[config.mk]
export PLATFORM = sky130hd
export DESIGN_NAME = multi_timer
export DESIGN_NICKNAME = d
export VERILOG_FILES = /design/src/rtl/multi_timer_pkg.sv /design/src/rtl/timer_channel.sv /design/src/rtl/multi_timer.sv
export SDC_FILE = /design/constraint.sdc
export NUM_CORES = 1
export LEC_CHECK = 0
export BUFFER_PORTS_ARGS = -buffer_cell sky130_fd_sc_hd__buf_2
export CAP_MARGIN = 20
export CORE_MARGIN = 5
export CORE_UTILIZATION = 52
export DETAILED_ROUTE_END_ITERATION = 7
export HOLD_SLACK_MARGIN = 0.08
export PLACE_DENSITY = 0.84
export SLEW_MARGIN = 20
export SYNTH_ARGS = -nofsm -noshare
export SYNTH_HDL_FRONTEND = slang
export SYNTH_SLANG_ARGS = --single-unit
[constraint.sdc]
create_clock -name clk_50m -period 1.7 [get_ports clk_50m]
set_input_delay 0.34 -clock clk_50m [delete_from_list [all_inputs] [get_ports clk_50m]]
set_output_delay 0.34 -clock clk_50m [all_outputs]
set_load 0.02 [all_outputs]
[src/rtl/multi_timer_pkg.sv]
// Shared types and constants for the multi-channel tick timer.
package multi_timer_pkg;

  typedef enum logic {
    ST_IDLE,
    ST_RUN
  } state_e;

  localparam logic MODE_ONESHOT  = 1'b0;
  localparam logic MODE_PERIODIC = 1'b1;

  // Prescaler divisors for a 50 MHz clock.
  localparam int unsigned TICK_DIV_1S  = 50_000_000;
  localparam int unsigned TICK_DIV_1US = 50;

endpackage

[src/rtl/timer_channel.sv]
// One timer channel: IDLE/RUN FSM with a tick-driven down-counter.
module timer_channel
  import multi_timer_pkg::*;
#(
  parameter int unsigned CNT_W = 8
) (
  input  logic             clk_i,
  input  logic             rst_ni,
  input  logic             tick_i,
  input  logic             start_i,
  input  logic             stop_i,
  input  logic             periodic_i,
  input  logic [CNT_W-1:0] load_i,
  output logic             busy_o,
  output logic             expire_o,
  output logic [CNT_W-1:0] count_o
);

  state_e           state_q;
  logic [CNT_W-1:0] count_q;
  logic [CNT_W-1:0] load_q;
  logic             periodic_q;
  logic             expire_q;

  // Channel FSM; priority stop > start > tick, all outputs registered.
  always_ff @(posedge clk_i) begin
    if (!rst_ni) begin
      state_q    <= ST_IDLE;
      count_q    <= '0;
      load_q     <= '0;
      periodic_q <= MODE_ONESHOT;
      expire_q   <= 1'b0;
    end else begin
      expire_q <= 1'b0;
      if (stop_i) begin
        state_q <= ST_IDLE;
        count_q <= '0;
      end else if (start_i) begin
        // A zero load never starts a channel and stops a running one.
        if (load_i != '0) begin
          state_q    <= ST_RUN;
          count_q    <= load_i;
          load_q     <= load_i;
          periodic_q <= periodic_i;
        end else begin
          state_q <= ST_IDLE;
          count_q <= '0;
        end
      end else if (state_q == ST_RUN && tick_i) begin
        if (count_q == CNT_W'(1)) begin
          expire_q <= 1'b1;
          if (periodic_q == MODE_PERIODIC) begin
            count_q <= load_q;
          end else begin
            state_q <= ST_IDLE;
            count_q <= '0;
          end
        end else begin
          count_q <= count_q - CNT_W'(1);
        end
      end
    end
  end

  assign busy_o   = (state_q == ST_RUN);
  assign expire_o = expire_q;
  assign count_o  = count_q;

endmodule

[src/rtl/multi_timer.sv]
// Multi-channel tick timer: shared prescaler plus NUM_CH independent channels.
module multi_timer
  import multi_timer_pkg::*;
#(
  parameter int unsigned TICK_DIV = TICK_DIV_1S,
  parameter int unsigned NUM_CH   = 4,
  parameter int unsigned CNT_W    = 8
) (
  input  logic                    clk_50m,
  input  logic                    reset_n,
  input  logic                    tick_clr,
  input  logic [NUM_CH-1:0]       ch_start,
  input  logic [NUM_CH-1:0]       ch_stop,
  input  logic [NUM_CH-1:0]       ch_periodic,
  input  logic [NUM_CH*CNT_W-1:0] ch_load,
  output logic                    tick_o,
  output logic [NUM_CH-1:0]       ch_busy,
  output logic [NUM_CH-1:0]       ch_expire,
  output logic [NUM_CH*CNT_W-1:0] ch_count
);

  localparam int unsigned PRE_W = $clog2(TICK_DIV);

  logic [PRE_W-1:0] pre_q, pre_d;
  logic             tick_q, tick_d;

  // Prescaler next state: wrap at TICK_DIV-1, tick_clr restarts the phase.
  always_comb begin
    pre_d  = pre_q + PRE_W'(1);
    tick_d = 1'b0;
    if (tick_clr) begin
      pre_d = '0;
    end else if (pre_q == PRE_W'(TICK_DIV - 1)) begin
      pre_d  = '0;
      tick_d = 1'b1;
    end
  end

  // Prescaler and registered tick.
  always_ff @(posedge clk_50m) begin
    if (!reset_n) begin
      pre_q  <= '0;
      tick_q <= 1'b0;
    end else begin
      pre_q  <= pre_d;
      tick_q <= tick_d;
    end
  end

  assign tick_o = tick_q;

  for (genvar g = 0; g < NUM_CH; g++) begin : g_ch
    timer_channel #(
      .CNT_W(CNT_W)
    ) u_ch (
      .clk_i     (clk_50m),
      .rst_ni    (reset_n),
      .tick_i    (tick_q),
      .start_i   (ch_start[g]),
      .stop_i    (ch_stop[g]),
      .periodic_i(ch_periodic[g]),
      .load_i    (ch_load[g*CNT_W +: CNT_W]),
      .busy_o    (ch_busy[g]),
      .expire_o  (ch_expire[g]),
      .count_o   (ch_count[g*CNT_W +: CNT_W])
    );
  end

endmodule
# Word-level counts from Yosys, hierarchy flattened
# Index checks and enable logic that the tools add are counted.
[word_totals] reg_bits=103 inputBits=47 word_cells=124 mem_count=0 out_inout_bits=41 romBits=0 ramBits=0 latchBits=0
[classes] order_cmp=0 n_eq_ne=9 multipliers=0 reduce_logical=34 muxes=45 bitwise=9 n_div=0 shifts=0 n_addsub=5
[op_table] operator="8-bit two-way mux" count=20
[op_table] operator="8-bit by 1-bit equality test with 1-bit output (second input constant)" count=4
[op_table] operator="8-bit nonzero test" count=4
[op_table] operator="8-bit by 1-bit subtractor with 8-bit output (second input constant)" count=4
[op_table] operator="26-bit by 1-bit adder with 26-bit output (second input constant)" count=1
[op_table] operator="26-bit equality test (second input constant)" count=1
[op_table] operator="1-bit two-way mux" count=25
[op_table] operator="3-bit AND reduction" count=8
[op_table] operator="2-bit nonzero test" count=8
[op_table] operator="4-bit OR reduction" count=4
[op_table] operator="2-bit OR reduction" count=5
[op_table] operator="1-bit inverter" count=9
[op_table] operator="2-bit inequality test (second input constant)" count=4
[op_table] operator="1-bit logical AND" count=4
[op_table] operator="3-bit OR reduction" count=1

# Depth between registers and ports, before layout
# Gate-level depths: netlist of run 1.
[depth] depth_word=4 mapped_depth=7 mapped_depth_nobuf=6

# By module
# From an unflattened synthesis of run 1, not the netlist that was laid out.
[hier_totals] cells_unflattened=624 hier_area_um2=5556.6
[by_module_without_submodules] module="timer_channel" seq_area_each_um2=380.4 n_inst=4 area_per_inst_um2=1064.8 cells_each=120
[by_module_without_submodules] module="multi_timer" seq_area_each_um2=540.5 n_inst=1 area_per_inst_um2=1297.5 cells_each=144

# Least setup slack after synthesis of run 1
# OpenSTA, ideal clock, no wires.
[synth_timing] path_kind="flip-flop to flip-flop" from="register g_ch[2].u_ch.count_q[0]" to="register g_ch[2].u_ch.state_q" period_less_slack_ns=1.865 stages_incl_launch_ff=6 t_arrival_ns=1.733 t_required_ns=1.568 n_path_buf=0 slack_ns=-0.165 setup_time_ns=0.132 path_cell_list="dfxtp_1 > ha_1 > nor3b_1 > nand2_1 > o311ai_0 > a21oi_1"
[synth_via] elab_chain_len=3
[synth_rtl] element="start, declared" line="timer_channel.sv:20" rtl="logic [CNT_W-1:0] count_q;"
[synth_rtl] element="start signal, assigned" line="timer_channel.sv:42" rtl="count_q <= load_i;"
[synth_rtl] element="start signal, assigned" line="timer_channel.sv:53" rtl="count_q <= load_q;"
[synth_rtl] element="start signal, assigned" line="timer_channel.sv:59" rtl="count_q <= count_q - CNT_W'(1);"
[synth_rtl] element="8-bit by 1-bit equality test with 1-bit output" line="timer_channel.sv:50" rtl="if (count_q == CNT_W'(1)) begin"
[synth_rtl] element="2-bit nonzero test (no line)"
[synth_rtl] element="3-bit AND reduction (no line)"
[synth_rtl] element="end signal, assigned" line="timer_channel.sv:41" rtl="state_q <= ST_RUN;"
[synth_rtl] element="end signal, assigned" line="timer_channel.sv:46" rtl="state_q <= ST_IDLE;"
[synth_rtl] element="end signal, assigned" line="timer_channel.sv:55" rtl="state_q <= ST_IDLE;"
[synth_rtl] element="end, declared" line="timer_channel.sv:19" rtl="state_e state_q;"
# Every way passes these cells.
# A chain may end at the register's enable or synchronous reset.

# Final worst setup path of run 1
[layout_timing] from="register g_ch[1].u_ch.count_q[1]" to="register g_ch[1].u_ch.count_q[7]"
[layout_via] elab_chain_len=4 word_cells_on_any_way=5 cone_classes="add/sub (1); eq/ne (1); mux (3)"
[layout_rtl] element="start, declared" line="timer_channel.sv:20"
[layout_rtl] element="start signal, assigned" line="timer_channel.sv:42"
[layout_rtl] element="start signal, assigned" line="timer_channel.sv:53"
[layout_rtl] element="start signal, assigned" line="timer_channel.sv:59"
[layout_rtl] element="8-bit by 1-bit subtractor with 8-bit output or 8-bit by 1-bit equality test with 1-bit output (tied branches)" line="timer_channel.sv:59, timer_channel.sv:50"
[layout_rtl] element="8-bit two-way mux *" line="timer_channel.sv:50"
[layout_rtl] element="8-bit two-way mux *" line="timer_channel.sv:49" rtl="end else if (state_q == ST_RUN && tick_i) begin"
[layout_rtl] element="8-bit two-way mux *" line="timer_channel.sv:38" rtl="end else if (start_i) begin"
# Every way passes the cells marked *; elsewhere a longest branch is shown, timed or not. The select of a mux whose other input is x is not followed.

==> out/metrics.yaml, run 1 <==
run_status:
  violations: "setup timing"
  outcome: "finished with violations"
floorplanning:
  io_pins: 88
  die_h_um: 114
  die_area_sq_mm: 0.0130
  placementRows: 38
  initial_utilization_pct: 52.5
  die_w_um: 114
  coreArea_sq_mm: 0.0107
global_route:
  grt-ovfl-total: 0
  grt_max_degree: 19
  grt_pass1_vias: 5682
  antenna_found_initial: 0
  grt_pass1_wl_um: 26700
  grt_use_total_pct: 24.9
yosys:
  yosys_warnings: 0
  synth_seq_cells: 103
  seq_area_frac_synth_pct: 36.7
  synthCells: 640
  synth-edff-count: 0
  synthAdderAreaFrac_pct: 2.01
  synth_compound_area_share_pct: 18.9
  synthSimpleGateAreaFrac_pct: 26.8
  synth_top_family_by_area: "simple AND/OR/NAND/NOR gates"
  synth_xor_area_share_pct: 3.28
  syn_area_sq_mm: 0.00561
  synth_ff_type: "dfxtp_1"
  synthMuxAreaShare_pct: 7.20
  synth-async-reset-ratio_pct: 0
  syn_avg_cell_area_sq_um: 8.77
  synthDistinctLibCells: 71
  synthesis.nets: 696
place:
  dp_hpwl_um: 12200
  dpl-instance-area_sq_mm: 0.00657
  portBuffers: 87
  gp_congestion: 0.981
timing:
  rsz0062_at_grt: "true"
  layout_setup_ws_ns: -0.0102
  worst_pin_slew_ns: 0.946
  finalHoldViolCount: 0
  period_share_pct: 101
  clock.fmax_mhz: 585
  max_slew_margin_pct: 36.8
  finClkSkew_ns: 0.0108
  drv_slew: 0
  min_period_ns: 1.71
  setup_viol: 2
  whs_ns: 0.255
run:
  drv_cap: 0
clock_tree:
  clock-root-buffer: "clkbuf_8"
  cts_tree: "built"
  cts_made_buffers: 9
  h-tree-depth: 3
  clkLatencyLatePin_ns: 0.37
  clock-sinks: 103
  path_clk_slew_ns: 0.09
  clockBufferDepth: 2
layout:
  areaGrowthSynthToFinish_pct: 26.8
  final_cell_mix: "buf_2, dfxtp_1, buf_4"
  final_common_cell: "buf_2"
  design.final.nets: 839
  design_area_sq_mm: 0.00712
  antenna_cells: 0
  final_core_util_pct: 66.5
  fillCellCount: 825
  layout-drive-gt1-share_pct: 33.4
worst_setup_path:
  reg2reg_to: "g_ch[1].u_ch.count_o[7]$_SDFFE_PP0P_"
  cpMaxStageDelayCell: "or4_4"
  worstPathCellList: "buf_4 -> or4_4 -> o41ai_4 -> a31oi_1 -> o32ai_1"
  worstReg2RegStart: "g_ch[1].u_ch.count_o[1]$_SDFFE_PP0P_"
  startpoint_type: "flip-flop"
  r2r_setup_slack_ns: -0.01
  end_kind: "flip-flop"
  r2r_cells: 5
  critical_path.max_fanout: 6
  cp.required_ns: 1.98
  critical_path_arrival_ns: 1.99
  critical-path-max-stage-delay_ns: 0.58
  path_class: "reg2reg"
power:
  p_seq_share_pct: 51.0
  fin_total_pwr_mw: 5.05
  p_switching_mw: 1.38
  max-vdd-ir-drop_v: 0.000498
  p_per_area_mw_per_mm2: 709
  pwr-share-clk_pct: 31.5
  comb_power_share_pct: 17.6
  swShare_pct: 27.3
  p_leak_nw: 2.85
  intPower_mw: 3.67
route:
  drc: 0
  firstDrtPassIters: 6
  drt_iter0_drc: 740
  dr_total_vias: 5809
  ant_nets: 0
  wl_per_cell_um: 18.2
  drt-vias-per-instance: 6.26
  wirelength_um: 16900
hold_path:
  hold-path-endpoint: "g_ch[2].u_ch.periodic_q$_SDFFE_PN0P_"
  hold_depth: 3
  hold_class: "in2reg"
  holdCritStartpoint: "ch_periodic[2]"
worst max-delay path by stage:
stage	slack (ns)	endpoint	from	cells past startpoint
5_1_grt	-0.07	g_ch[1].u_ch.count_o[4]$_SDFFE_PP0P_	g_ch[1].u_ch.count_o[1]$_SDFFE_PP0P_	8
3_5_place_dp	-0.11	g_ch[1].u_ch.busy_o$_SDFFE_PP0P_	g_ch[1].u_ch.count_o[1]$_SDFFE_PP0P_	6
2_1_floorplan	-0.05	g_ch[3].u_ch.count_o[7]$_SDFFE_PP0P_	g_ch[3].u_ch.count_o[2]$_SDFFE_PP0P_	5
6_report	-0.01	g_ch[1].u_ch.count_o[7]$_SDFFE_PP0P_	g_ch[1].u_ch.count_o[1]$_SDFFE_PP0P_	5
3_3_place_gp	-0.002	g_ch[1].u_ch.count_o[4]$_SDFFE_PP0P_	tick_o$_SDFF_PP0_	4
4_1_cts	-0.0003	g_ch[1].u_ch.count_o[6]$_SDFFE_PP0P_	g_ch[1].u_ch.count_o[1]$_SDFFE_PP0P_	6
synth_stat cells, drive strengths merged, types with 12 or more instances:
cell type  number  area [sq um]
o21ai          12          60.1
inv            18          67.6
buf            21           145
nor3           15          86.3
mux2i          37           370
nor4           13           103
nor2           36           138
o22ai          12          75.1
nand4          12          96.3
or4            13           109
nand2b         15          93.8
nand2          41           154
o31ai          13           103
a21oi          47           243
xor2           12           105
a31oi          19           119
and3           12          75.1
clkbuf         19          71.3
dfxtp         103          2060
nor2b          39           244
nand3          18          90.1
power groups by stage:
stage	Clock [mW]	Combinational (mW)	Sequential, mW
2_1_floorplan	0	0.463	2.63
3_3_place_gp	0	0.762	2.62
3_5_place_dp	0	0.792	2.62
4_1_cts	1.63	0.813	2.56
5_1_grt	1.74	0.953	2.58
6_report	1.59	0.888	2.57
final cells by class:
cell class	count	area [sq um]	area share, %
inverters	18	67.6	0.949
clock buffers	12	155	2.18
repair buffers	172	1080	15.2
clock inverters	4	53.8	0.756
multi-input cells	479	3490	49.0
well taps	140	175	2.46
flip-flops and latches	103	2100	29.4
state kept, by name, indices dropped and copies added (netlist names):
signal	cells
g_ch.u_ch.count_o	32
g_ch.u_ch.load_q	32
pre_q	26
g_ch.u_ch.busy_o	4
g_ch.u_ch.expire_o	4
g_ch.u_ch.periodic_q	4
tick_o	1
per-layer routing:
| metal | part of all wire (%) | wire length, um | vias up | track usage, % |
|---|---|---|---|---|
| met2 | 50 | 8400 | 333 | 43.2 |
| met4 | 3.2 | 535 | 0 | 10.7 |
| met5 | 0 | 0 | - | 0 |
| met3 | 8.6 | 1440 | 75 | 5.41 |
| li1 | - | - | 2673 | - |
| met1 | 38 | 6470 | 2728 | 29.7 |
per-stage QoR:
| step | TNS, ns | cells | setup slack, ns |
|---|---|---|---|
| floorplan | -0.0520 | 640 | -0.0520 |
| global placement | -0.00210 | 898 | -0.00210 |
| detailed placement | -0.976 | 898 | -0.108 |
| CTS | -0.000310 | 919 | -0.000310 |
| global route | -0.309 | 928 | -0.0744 |
| finish | -0.0134 | 928 | -0.0102 |
worst max-delay path, delay by kind of cell, from the launching register on:
kind | cells | cell delay [ns]
AOI/OAI and AO/OA | 3 | 0.56
buffers and inverters | 1 | 0.14
DFF | 1 | 0.35
and+or+nand+nor | 1 | 0.58
cells by family (layout without fill, tap and decap cells):
kind of cell | after synthesis | after routing
DFF | 103 | 103
adders and majority gates | 9 | 9
xor gates and xnor gates | 21 | 21
and+or+nand+nor | 251 | 251
muxes | 40 | 40
buffers and inverters | 58 | 206
AOI/OAI and AO/OA | 158 | 158
timing repair:
action,in CTS,in global routing
buffers inserted,5,9
cloned,0,0
pin swaps,5,13
endpoints found under the setup margin,13,42
hold buffers,0,0
gates resized for setup,16,50
Power figures use the tool's default switching activity.
==> run 2, diff against run 1 <==
--- a/constraint.sdc
+++ b/constraint.sdc
@@ -3,2 +3,2 @@
 set_output_delay 0.34 -clock clk_50m [all_outputs]
-set_load 0.02 [all_outputs]
+set_load 0.05 [all_outputs]
==> out/metrics.yaml, run 2 (synthesized netlist as in run 1, its figures left out) <==
run_status:
  outcome: "finished with violations"
  violations: "setup timing"
run:
  drv_cap: 0  # unchanged
floorplanning:
  die_h_um: 114  # unchanged
  io_pins: 88  # unchanged
  die_area_sq_mm: 0.0130  # unchanged
  placementRows: 38  # unchanged
  coreArea_sq_mm: 0.0107  # unchanged
  die_w_um: 114  # unchanged
  initial_utilization_pct: 52.5  # unchanged
timing:
  drv_slew: 0  # unchanged
  rsz0062_at_grt: "true"
  period_share_pct: 101  # +0.68 points
  finClkSkew_ns: 0.0144  # +0.00363 ns
  max_slew_margin_pct: 35.4  # -1.3 points
  clock.fmax_mhz: 581  # -0.67%
  whs_ns: 0.219  # -0.0354 ns
  worst_pin_slew_ns: 0.967  # +0.0200 ns
  setup_viol: 1  # -1
  layout_setup_ws_ns: -0.0218  # -0.0116 ns
  min_period_ns: 1.72  # +0.0116 ns
  finalHoldViolCount: 0  # unchanged
power:
  p_seq_share_pct: 50.6  # -0.4 points
  pwr-share-clk_pct: 31.5  # about the same
  intPower_mw: 3.55  # -3.3%
  fin_total_pwr_mw: 5.08  # +0.72%
  max-vdd-ir-drop_v: 0.000391  # -22%
  swShare_pct: 30.2  # +2.9 points
  comb_power_share_pct: 17.8  # +0.2 points
  p_leak_nw: 2.80  # -1.6%
  p_per_area_mw_per_mm2: 721  # +1.7%
  p_switching_mw: 1.53  # +11%
clock_tree:
  clock-sinks: 103  # unchanged
  clock-root-buffer: "clkbuf_8"
  hold_buffers: 0  # unchanged
  clkLatencyLatePin_ns: 0.38  # about the same
  h-tree-depth: 3  # unchanged
  cts_tree: "built"
  cts_made_buffers: 9  # unchanged
  clockBufferDepth: 2  # unchanged
  path_clk_slew_ns: 0.11  # +0.02 ns
global_route:
  met1_usage_pct: 29.7  # unchanged
  grt-ovfl-total: 0  # unchanged
  grt_pass1_wl_um: 25100  # -6.2%
  grt_use_total_pct: 23.2  # -1.7 points
  grt_use_met2_pct: 39.5  # -3.8 points
  grt_pass1_vias: 5337  # -6.1%
  grt_max_degree: 25  # +6
  top_usage_layer: "met2"
  grtUsageMet3_pct: 4.30  # -1.1 points
  antenna_found_initial: 0  # unchanged
worst_setup_path:
  cp.required_ns: 1.97  # about the same
  end_kind: "flip-flop"
  path_class: "reg2reg"
  startpoint_type: "flip-flop"
  critical_path.max_fanout: 5  # -1
  critical_path_arrival_ns: 1.99  # about the same
route:
  ant_nets: 0  # unchanged
  firstDrtPassIters: 6  # unchanged
  wirelength_um: 15500  # -8.1%
  dr_total_vias: 5596  # -3.7%
  drt-vias-per-instance: 6.09  # -2.7%
  drc: 0  # unchanged
  drt_iter0_drc: 668  # -9.7%
  wl_per_cell_um: 16.9  # -7.2%
layout:
  design.final.nets: 830  # -1.1%
  fillCellCount: 873  # +5.8%
  final_cell_mix: "buf_2, dfxtp_1, buf_4"
  final_common_cell: "buf_2"
  areaGrowthSynthToFinish_pct: 25.6
  antenna_cells: 0  # unchanged
  design_area_sq_mm: 0.00705  # -0.98%
  layout-drive-gt1-share_pct: 32.3  # -1.0 points
place:
  portBuffers: 87  # unchanged
  gp_congestion: 0.969  # -1.2%
  dp_hpwl_um: 11300  # -7.3%
  dpl-instance-area_sq_mm: 0.00661  # +0.53%
hold_path:
  hold_class: "in2reg"
## run 2: cell count changes in the layout (fill, tap and decap cells not counted), sizes merged
cell / before / now
bufinv: 1 / 0
clkinv: 1 / 2
clkbuf: 12 / 10
clkinvlp: 2 / 1
buf: 172 / 162
nand4: 12 / 13
inv: 18 / 21
## run 2: worst max-delay path, cell delays in order, from the launching register on
cell,delay (ns)
dfxtp_4,0.38
or4_4,0.53
or4_4,0.42
mux2i_1,0.18
a31oi_1,0.10
## run 2: through the flow
stage | TNS (ns) | cells | setup slack (ns) | util (%)
2_1_floorplan | -0.110 | 640 | -0.110 | -
3_3_place_gp | -0.0448 | 894 | -0.0102 | 61.7
3_5_place_dp | -0.642 | 894 | -0.0780 | 61.7
4_1_cts | -0.0189 | 911 | -0.0131 | 64.2
5_1_grt | -0.272 | 919 | -0.0466 | 65.9
6_report | -0.0218 | 919 | -0.0218 | 65.9
## run 2: path summary, 6_finish.rpt
kind | endpoint | depth (start not counted) | startpoint | slack (ns)
max | g_ch[3].u_ch.count_o[7]$_SDFFE_PP0P_ | 4 | g_ch[3].u_ch.count_o[2]$_SDFFE_PP0P_ | -0.02
min | g_ch[1].u_ch.periodic_q$_SDFFE_PN0P_ | 3 | ch_periodic[1] | 0.22
max reg2reg | g_ch[3].u_ch.count_o[7]$_SDFFE_PP0P_ | 4 | g_ch[3].u_ch.count_o[2]$_SDFFE_PP0P_ | -0.02
min reg2reg | pre_q[0]$_SDFF_PP0_ | 1 | pre_q[0]$_SDFF_PP0_ | 0.44
## run 2: metal layers
layer,share of wire (%),up-vias
li1,-,2650
met1,43,2691
met2,49,229
met3,6.4,26
met4,1.6,0
met5,0,-
## run 2: area by class of cell
class	count	area, sq um	share of cell area [%]
multi-input combinational	480	3470	49.2
clock buffer	10	149	2.11
clock inverter	6	58.8	0.834
tap	140	175	2.49
timing repair buffer	162	1020	14.5
inverter	18	70.1	0.994
sequential	103	2110	29.9
## run 2: power groups by stage
stage / clock network, mW / logic [mW] / registers [mW]
floorplan: 0 / 0.474 / 2.69
global placement: 0 / 0.822 / 2.62
detailed placement: 0 / 0.843 / 2.62
CTS: 1.63 / 0.860 / 2.57
global route: 1.74 / 0.977 / 2.59
finish: 1.60 / 0.907 / 2.57
## run 2: what timing repair did
item                                    4_1_cts  5_1_grt
buffers inserted                              1        7
pin swaps                                     4       13
endpoints found under the setup margin       11       48
cloned                                        0        1
resized for setup                             9       30
endpoints found under the hold margin         0        0
==> run 3, diff against run 2 <==
BUFFER_PORTS_ARGS = -buffer_cell sky130_fd_sc_hd__clkbuf_2   (was -buffer_cell sky130_fd_sc_hd__buf_2)
==> out/metrics.yaml, run 3 (synthesized netlist as in run 1, its figures left out) <==
timing:
  finalHoldViolCount: 0  # unchanged
  clock.fmax_mhz: 586  # +0.97%
  layout_setup_ws_ns: -0.00527  # +0.0165 ns
  rsz0062_at_grt: "true"
  whs_ns: 0.233  # +0.0139 ns
  setup_viol: 1  # unchanged
  period_share_pct: 100  # -0.97 points
  finClkSkew_ns: 0.0140  # -0.000363 ns
  drv_slew: 0  # unchanged
  min_period_ns: 1.71  # -0.0165 ns
  worst_pin_slew_ns: 0.940  # -0.0260 ns
  max_slew_margin_pct: 37.2  # +1.7 points
place:
  portBuffers: 87  # unchanged
  dpl-instance-area_sq_mm: 0.00661  # about the same
  gp_congestion: 0.955  # -1.4%
  pre_cts_ws_ns: -0.127  # -0.0490 ns
  placed_cells_incl_taps: 896  # +0.22%
  dp_hpwl_um: 11600  # +2.5%
power:
  comb_power_share_pct: 18.5  # +0.7 points
  p_per_area_mw_per_mm2: 705  # -2.3%
  pwr-share-clk_pct: 29.8  # -1.7 points
  max-vdd-ir-drop_v: 0.000448  # +15%
  fin_total_pwr_mw: 4.98  # -2.1%
  p_switching_mw: 1.52  # -1.1%
  p_seq_share_pct: 51.7  # +1.1 points
  p_leak_nw: 2.79  # -0.54%
  swShare_pct: 30.5  # +0.30 points
  intPower_mw: 3.46  # -2.5%
floorplanning:
  io_pins: 88  # unchanged
  die_area_sq_mm: 0.0130  # unchanged
  initial_utilization_pct: 52.5  # unchanged
  die_h_um: 114  # unchanged
  placementRows: 38  # unchanged
  die_w_um: 114  # unchanged
  coreArea_sq_mm: 0.0107  # unchanged
worst_setup_path:
  critical_path.max_fanout: 4  # -1
  end_kind: "flip-flop"
  cp_top_family: "simple AND/OR/NAND/NOR gates"
  worstReg2RegStart: "g_ch[1].u_ch.count_o[1]$_SDFFE_PP0P_"
  critical_path_arrival_ns: 1.99  # about the same
  startpoint: "g_ch[1].u_ch.count_o[1]$_SDFFE_PP0P_"
  worstPathCellList: "inv_4 -> buf_4 -> ha_2 -> nor3b_1 -> buf_4 -> and4b_1 -> a311oi_1 -> o32ai_1"
  crit_top_cell: "buf_4"
  startpoint_type: "flip-flop"
  critPathBufInv: 3  # +3
  path_class: "reg2reg"
  cp.required_ns: 1.98  # about the same
  cpMaxStageDelayCell: "dfxtp_4"
  critical-path-max-stage-delay_ns: 0.37  # -0.16 ns
clock_tree:
  h-tree-depth: 3  # unchanged
  clockBufferDepth: 2  # unchanged
  path_clk_slew_ns: 0.10  # about the same
  cts_tree: "built"
  clock-root-buffer: "clkbuf_8"
  clock-sinks: 103  # unchanged
  cts_made_buffers: 9  # unchanged
  clkLatencyLatePin_ns: 0.38  # about the same
hold_path:
  hold_class: "in2reg"
  holdCritStartpoint: "ch_load[19]"
route:
  drt_iter0_drc: 735  # +10%
  firstDrtPassIters: 7  # +1
  ant_nets: 0  # unchanged
  wl_per_cell_um: 17.2  # +2.0%
  drc: 0  # unchanged
  drt-vias-per-instance: 6.11  # +0.37%
  dr_total_vias: 5641  # +0.80%
  wirelength_um: 15900  # +2.5%
run:
  drv_cap: 0  # unchanged
global_route:
  grt-ovfl-total: 0  # unchanged
  grt_use_total_pct: 23.7  # +0.50 points
  grt_pass1_wl_um: 25600  # +2.1%
  grt_pass1_vias: 5448  # +2.1%
  antenna_found_initial: 0  # unchanged
  grt_max_degree: 20  # -20%
layout:
  layout-drive-gt1-share_pct: 33.5  # +1.1 points
  design_area_sq_mm: 0.00706  # +0.23%
  final_common_cell: "clkbuf_2"
  instances_no_fill: 923  # +0.44%
  fillCellCount: 848  # -2.9%
  design.final.nets: 834  # +0.48%
  antenna_cells: 0  # unchanged
  areaGrowthSynthToFinish_pct: 25.9
  final_cell_mix: "clkbuf_2, dfxtp_1, buf_4"
run_status:
  violations: "setup timing"
  outcome: "finished with violations"
[run 3: layout make-up]
type	instances	area, sq um	area share (%)
Tap cell	140	175	2.48
Timing Repair Buffer	166	1040	14.7
Sequential cell	103	2110	29.9
Clock buffer	9	124	1.75
Inverter	18	75.1	1.06
Clock inverter	7	63.8	0.903
Multi-Input combinational cell	480	3470	49.2
[run 3: worst reg2reg max path, stage by stage, from the launching register on]
cell and delay [ns]:
dfxtp_4 0.37, inv_4 0.06, buf_4 0.10, ha_2 0.17, nor3b_1 0.25, buf_4 0.19, and4b_1 0.20, a311oi_1 0.05
o32ai_1 0.22
[run 3: metal layers]
metal  up-vias  share of wire [%]  GRT usage (%)
li1       2668                  -              -
met1      2683                 42           29.8
met2       245                 49           39.5
met3        45                6.7           4.03
met4         0                3.0           11.4
met5         -                  0              0
[run 3: what timing repair did]
action	CTS	global route
hold buffers	0	0
pin swaps	3	15
setup endpoints to repair	8	49
gates resized for setup	9	41
cloned	0	1
buffers inserted	3	7
[run 3: path summary, 6_finish.rpt]
path | to | slack (ns) | cells past startpoint
hold / removal | g_ch[2].u_ch.load_q[3]$_SDFFE_PN0P_ | 0.23 | 3
setup / recovery | g_ch[1].u_ch.count_o[6]$_SDFFE_PP0P_ | -0.005 | 8
setup reg to reg | g_ch[1].u_ch.count_o[6]$_SDFFE_PP0P_ | -0.005 | 8
hold reg to reg | pre_q[0]$_SDFF_PP0_ | 0.44 | 1
[run 3: per-stage QoR]
step	util, %	setup TNS, ns
final	66.0	-0.00527
after global routing	66.0	-0.204
after CTS	64.1	-0.0154
after detailed placement	61.8	-0.944
after global placement	61.8	-0.0245
after floorplan	-	-0.110
[run 3: power by group through the flow]
stage          sequential (mW)  clock, mW  combinational, mW
2_1_floorplan             2.69          0              0.474
3_3_place_gp              2.62          0              0.826
3_5_place_dp              2.62          0              0.852
4_1_cts                   2.57       1.52              0.869
5_1_grt                   2.59       1.64              0.991
6_report                  2.57       1.48              0.921
